File: config.mk
export PLATFORM = sky130hd
export DESIGN_NAME = pixsel_pipe
export DESIGN_NICKNAME = d
export VERILOG_FILES = /design/src/rtl/pixsel_pipe.sv
export SDC_FILE = /design/constraint.sdc
export NUM_CORES = 1
export LEC_CHECK = 0
export BUFFER_PORTS_ARGS = -buffer_cell sky130_fd_sc_hd__buf_2
export CORE_AREA = 4 4 130 132
export DETAILED_ROUTE_END_ITERATION = 10
export DIE_AREA = 0 0 134 136
export HOLD_SLACK_MARGIN = 0.03
export PLACE_DENSITY = 0.6
export REMOVE_ABC_BUFFERS = 1
export SLEW_MARGIN = 20
export SYNTH_ARGS = -nofsm -noshare
export SYNTH_HDL_FRONTEND = slang
export SYNTH_SLANG_ARGS = --single-unit
export TNS_END_PERCENT = 1
File: constraint.sdc
create_clock -name clk -period 2 [get_ports clk]
set_clock_uncertainty 0.05 [all_clocks]
set_input_delay 0.1 -clock clk [delete_from_list [all_inputs] [get_ports clk]]
set_output_delay 0.1 -clock clk [all_outputs]
set_load 0.02 [all_outputs]
File: src/rtl/pixsel_pipe.sv
// pixsel_pipe: two-stage pipelined pixel output selector.
// Chooses per-frame display modes from RGB/Y/U/V with saturating skin tints.
// It also counts filtered skin pixels per frame.
// Optional macro SKIN_FILTER_EN enables a WIN-pixel majority filter on in_skin.
// Without the macro, skin_f is in_skin delayed one stage.
// Ports:
//   clk, rst                   clock, synchronous active-high reset
//   in_valid, in_sof           pixel qualifier, first pixel of frame
//   in_r/g/b, in_y/u/v         colour channels (DW bits each)
//   in_skin, in_ctrl, mode_req raw skin flag, sideband, requested mode
//   out_valid, out_sof         pixel qualifier / frame start, 2-cycle latency
//   out_r/g/b, out_ctrl        selected pixel, delayed sideband
//   mode_active                mode latched at the last accepted sof
//   skin_count(_valid)         skin pixels of last complete frame, update pulse
module pixsel_pipe #(
  parameter int unsigned DW     = 8,
  parameter int unsigned CW     = 3,
  parameter int unsigned UP_OFS = 64,
  parameter int unsigned DN_OFS = 32,
  parameter int unsigned WIN    = 5,
  parameter int unsigned CNT_W  = 20
) (
  input  logic             clk,
  input  logic             rst,
  input  logic             in_valid,
  input  logic             in_sof,
  input  logic [DW-1:0]    in_r,
  input  logic [DW-1:0]    in_g,
  input  logic [DW-1:0]    in_b,
  input  logic [DW-1:0]    in_y,
  input  logic [DW-1:0]    in_u,
  input  logic [DW-1:0]    in_v,
  input  logic             in_skin,
  input  logic [CW-1:0]    in_ctrl,
  input  logic [3:0]       mode_req,
  output logic             out_valid,
  output logic             out_sof,
  output logic [DW-1:0]    out_r,
  output logic [DW-1:0]    out_g,
  output logic [DW-1:0]    out_b,
  output logic [CW-1:0]    out_ctrl,
  output logic [3:0]       mode_active,
  output logic [CNT_W-1:0] skin_count,
  output logic             skin_count_valid
);

  localparam int unsigned XW = DW + 1;

  // Saturating boost / cut, evaluated one bit wider than the channel
  function automatic logic [DW-1:0] sat_hi(input logic [DW-1:0] x);
    logic [XW-1:0] s;
    s = {1'b0, x} + XW'(UP_OFS);
    return s[DW] ? {DW{1'b1}} : s[DW-1:0];
  endfunction

  function automatic logic [DW-1:0] sat_lo(input logic [DW-1:0] x);
    logic [XW-1:0] d;
    d = {1'b0, x} - XW'(DN_OFS);
    return d[DW] ? {DW{1'b0}} : d[DW-1:0];
  endfunction

  logic          acc_sof_c;
  logic          s1_valid, s1_sof;
  logic [DW-1:0] s1_r, s1_g, s1_b, s1_y, s1_u, s1_v;
  logic [CW-1:0] s1_ctrl;
  logic          skin_f_c;

  assign acc_sof_c = in_valid & in_sof;

  // Stage 1: capture pixel and latch the frame mode on an accepted sof
  always_ff @(posedge clk) begin
    if (rst) begin
      s1_valid    <= 1'b0;
      s1_sof      <= 1'b0;
      s1_r        <= '0;
      s1_g        <= '0;
      s1_b        <= '0;
      s1_y        <= '0;
      s1_u        <= '0;
      s1_v        <= '0;
      s1_ctrl     <= '0;
      mode_active <= '0;
    end else begin
      s1_valid <= in_valid;
      s1_sof   <= acc_sof_c;
      s1_ctrl  <= in_ctrl;
      if (in_valid) begin
        s1_r <= in_r;
        s1_g <= in_g;
        s1_b <= in_b;
        s1_y <= in_y;
        s1_u <= in_u;
        s1_v <= in_v;
      end
      if (acc_sof_c) mode_active <= mode_req;
    end
  end

`ifdef SKIN_FILTER_EN
  localparam int unsigned THR = (WIN + 1) / 2;
  localparam int unsigned PW  = $clog2(WIN + 1);

  logic [WIN-1:0] win_q;
  logic [PW-1:0]  ones_c;

  // Window restarts at frame start so earlier frames never leak in
  always_ff @(posedge clk) begin
    if (rst) begin
      win_q <= '0;
    end else if (in_valid) begin
      win_q <= acc_sof_c ? WIN'(in_skin) : WIN'({win_q, in_skin});
    end
  end

  // Majority vote over the window
  always_comb begin
    ones_c = '0;
    for (int i = 0; i < WIN; i++) ones_c = ones_c + PW'(win_q[i]);
    skin_f_c = (ones_c >= PW'(THR));
  end
`else
  logic s1_skin;

  always_ff @(posedge clk) begin
    if (rst) s1_skin <= 1'b0;
    else     s1_skin <= in_skin;
  end

  assign skin_f_c = s1_skin;
`endif

  logic [DW-1:0] sel_r, sel_g, sel_b;

  // Stage 2 select
  always_comb begin
    sel_r = s1_r;
    sel_g = s1_g;
    sel_b = s1_b;
    case (mode_active)
      4'd1: begin sel_r = s1_y; sel_g = s1_y; sel_b = s1_y; end
      4'd2: begin sel_r = s1_u; sel_g = s1_u; sel_b = s1_u; end
      4'd3: begin sel_r = s1_v; sel_g = s1_v; sel_b = s1_v; end
      4'd4: if (skin_f_c) begin sel_r = s1_y; sel_g = s1_y; sel_b = s1_y; end
      4'd5: if (skin_f_c) begin
        sel_r = sat_lo(s1_r); sel_g = sat_hi(s1_g); sel_b = sat_lo(s1_b);
      end
      4'd6: if (skin_f_c) begin
        sel_r = sat_hi(s1_r); sel_g = sat_lo(s1_g); sel_b = sat_lo(s1_b);
      end
      4'd7: if (skin_f_c) begin
        sel_r = sat_lo(s1_r); sel_g = sat_lo(s1_g); sel_b = sat_hi(s1_b);
      end
      4'd8: if (!skin_f_c) begin sel_r = '0; sel_g = '0; sel_b = '0; end
      default: ;
    endcase
  end

  logic             first_frame;
  logic [CNT_W-1:0] run_q;

  // Stage 2 output registers and per-frame skin counter
  always_ff @(posedge clk) begin
    if (rst) begin
      out_valid        <= 1'b0;
      out_sof          <= 1'b0;
      out_r            <= '0;
      out_g            <= '0;
      out_b            <= '0;
      out_ctrl         <= '0;
      skin_count       <= '0;
      skin_count_valid <= 1'b0;
      run_q            <= '0;
      first_frame      <= 1'b1;
    end else begin
      out_valid        <= s1_valid;
      out_sof          <= s1_sof;
      out_ctrl         <= s1_ctrl;
      skin_count_valid <= 1'b0;
      if (s1_valid) begin
        out_r <= sel_r;
        out_g <= sel_g;
        out_b <= sel_b;
        if (s1_sof) begin
          // Report the finished frame, then restart with the sof pixel
          if (!first_frame) begin
            skin_count       <= run_q;
            skin_count_valid <= 1'b1;
          end
          first_frame <= 1'b0;
          run_q       <= CNT_W'(skin_f_c);
        end else if (!first_frame && skin_f_c && (run_q != {CNT_W{1'b1}})) begin
          run_q <= run_q + CNT_W'(1);
        end
      end
    end
  end

endmodule

==> results.md <==
- Detailed Routing Iterations Pass 1: 5
- Peak supply drop: 0.0006027 V
- Row count: 46
- Max Root-Sink Buffers: 2
- Vias in the first global route: 6062
- Global Route Usage Sum: 0.2046
- Slew Viols, Final: 0
- WS Path Type: reg -> reg
- Switch Pwr: between 1500 and 2000 uW
- Total of max-cap violations: 0
- Post-synthesis sequential area ratio: 0.4168
- Die Y: 136 um
- DR WL/cell: 16.30 um
- Worst reg2reg path depth: 6
- Core area: between 0.015 and 0.02 mm^2
- Post-synth design cell area: a little over 0.006 mm^2
- Post-detail-place hpwl: 12.68 mm
- Clock slew at reported path FFs: 0.06 ns
- Critical Path RT: roughly 2.3 ns
- Worst hold path startpoint: rst
- Number of vias per cell: 5.305
- FF+latch count, synth: approximately 130
- Finished Layout Cells: 1133
- Clk pwr share: 0.457
- Hold EP: s1_y[1]
- Critical Path AT: 2.13 ns
- H-Tree Depth: 4
- Endpoints failing setup: 0
- CTS root buffer: clkbuf_16
- Most common cell in the netlist: dfxtp_1
- Synth cell types: around 80
- Yosys synthesis warning count: 0
- Minimum clock period: 1.885 ns
- Sw Share: 0.2463
- Reg-to-Reg Start: mode_active[1]
- Routed WL: 18.46 mm
- Initial antenna violation count: 0
- Ranking of synthesized cells by area: dfxtp_1 42%, mux2i_1 8.7%, nor2_1 6.0%
- Share of cells above drive strength 1: 0.2225
- Sink Count: 129
- Power Density: 775.8 mW/mm^2
- Ys flop type: dfxtp_1
- CTS tree: done
- Final instance area: 0.008557 mm^2
- RSZ-0062 raised after global routing: false
- Global-route wire length before repair: roughly 30 mm
- Setup slack, reg-to-reg: 0.12 ns
- Power, Total: between 6000 and 7000 uW
- DR iter-0 viols: 363
- Nets: 968
- Hold path cells: 2
- Startpoint Class: register
- DRC: 0
- Total gr overflow: 0
- Largest net degree at the start of global routing: 62
- Leakage: around 0.0035 uW
- Num CTS Buffers: 17
- Die Wd: 134 um
- IO buf count: roughly 110
- Synthesized instance count: 709
- Hold Path Class: in -> reg
- Synth area leader: dfxtp_1
- Worst-Margin Slew: 0.6205 ns
- Reg power frac: 0.415
- Initial Utilization: 0.3943
- Post-synth top cells: 129 x dfxtp_1, 99 x nor2_1, 75 x nand2_1
- Area delta synth->final: 38.11%
- Synth top area share: 0.4168
- RD Place Congestion: 0.9122
- Avg Inst Size Synth: 8.739 um^2
- Post-synth EDFFs: 0
- Top flop regs: run_q: 20 flops, skin_count: 20 flops
- Fin util: 0.5446
- FMAX: 530.6 MHz
- Detail Route Antenna Nets: 0
- Worst-path fanout max: 12
- IO Count: 114
- Final hold violation count: 0
- Part of the power in combinational logic: 0.128
- Worst-Skew Late Latency: 0.42 ns
- Internal power: 5003 uW
- CP endpoint kind: register
- Via count: roughly 6000
- Antenna diodes: 0
- Rel. slew slack: 0.5834
- Asr flop ratio synth: 0
- Outcome: complete, no violations
- Reg2reg end: out_b[4]
- Die area: between 0.015 and 0.02 mm^2
- Placed Cells incl. Taps: between 1000 and 1500
- Dpl cell area: 0.007152 mm^2
- Post-route clock period utilization: 0.9423
## how the worst max path moves through the flow
stage | start | end | cells past startpoint
after floorplan | s1_valid | out_g[6] | 3
after global placement | mode_active[1] | out_g[6] | 6
after detailed placement | mode_active[1] | out_g[6] | 6
after CTS | mode_active[1] | out_g[6] | 6
after global routing | mode_active[1] | out_b[4] | 6
final | mode_active[1] | out_b[4] | 6
## per-layer routing
metal	up-vias	part of all wire	GRT usage
li1	2916	-	-
met1	2860	0.41	0.2341
met2	195	0.51	0.3655
met3	40	0.055	0.05255
met4	0	0.025	0.08000
met5	-	0	0
## final cells by class
class                           instances  area [um^2]
Timing Repair Buffer                  229         1727
Inverter                               17        63.81
Clock buffer                           22        474.2
Fill cell                            1423         7156
Clock inverter                         10        106.4
Tap cell                              216        270.3
Sequential cell                       129         2585
Multi-Input combinational cell        510         3331
## cells by family (layout without fill, tap and decap cells)
kind of cell	count (synthesis)	count (layout)	share of synthesized area
xor gates and xnor gates	19	19	0.02686
and+or+nand+nor	265	265	0.2108
muxes	54	54	0.08724
AOI/OAI and AO/OA	168	168	0.2011
adders and majority gates	4	4	0.008078
buffers and inverters	70	278	0.04907
DFF	129	129	0.4168
## metrics by stage
step                hold slack [ns]  worst slack [ns]  TNS (ns)
finish                      0.04650            0.1155         0
detailed placement           0.2772           0.02014         0
CTS                         0.03116           0.01691         0
global route                0.03981          0.007723         0
global placement             0.2761           0.08776         0
floorplan                    0.1191           -0.2089    -4.887
## power groups by stage
stage                     clock network [uW]  registers (uW)  logic (uW)
final                                   3030            2760         847
after global routing                    3210            2770         924
after CTS                               3100            2760         835
after detailed placement                   0            2810         710
after global placement                     0            2810         693
after floorplan                            0            2870         305
## worst max-delay path: stages, from the launching register on
cell	delay (ns)
dfxtp_2	0.48
buf_4	0.21
and4bb_1	0.28
a21oi_1	0.10
o21ai_1	0.16
a31oi_1	0.13
a2111oi_1	0.37
## repair_timing
item                                    4_1_cts  5_1_grt
hold buffers                                 80        0
endpoints found under the setup margin        0       23
buffers inserted                              0        0
gates resized for setup                       0        7
hold endpoints to repair                     57        0
## layout by cell type (no fill, tap or decap), drive strengths merged, types with 5 or more instances in the layout
cell           n
a2111oi        7
a211oi        13
a21oi         38
a311oi         8
a31oi          6
a41oi          7
and2           5
and4           5
buf          149
clkbuf        22
clkinv         7
dfxtp        129
dlygate4sd3   80
inv           17
mux2i         54
nand2         75
nand2b         8
nand3         17
nand4          6
nor2          99
nor2b         14
nor3           7
o211ai         9
o21a           9
o21ai         19
o21bai        11
o31ai          6
or3            5
xnor2         19
(Power assumes the default switching activity.)
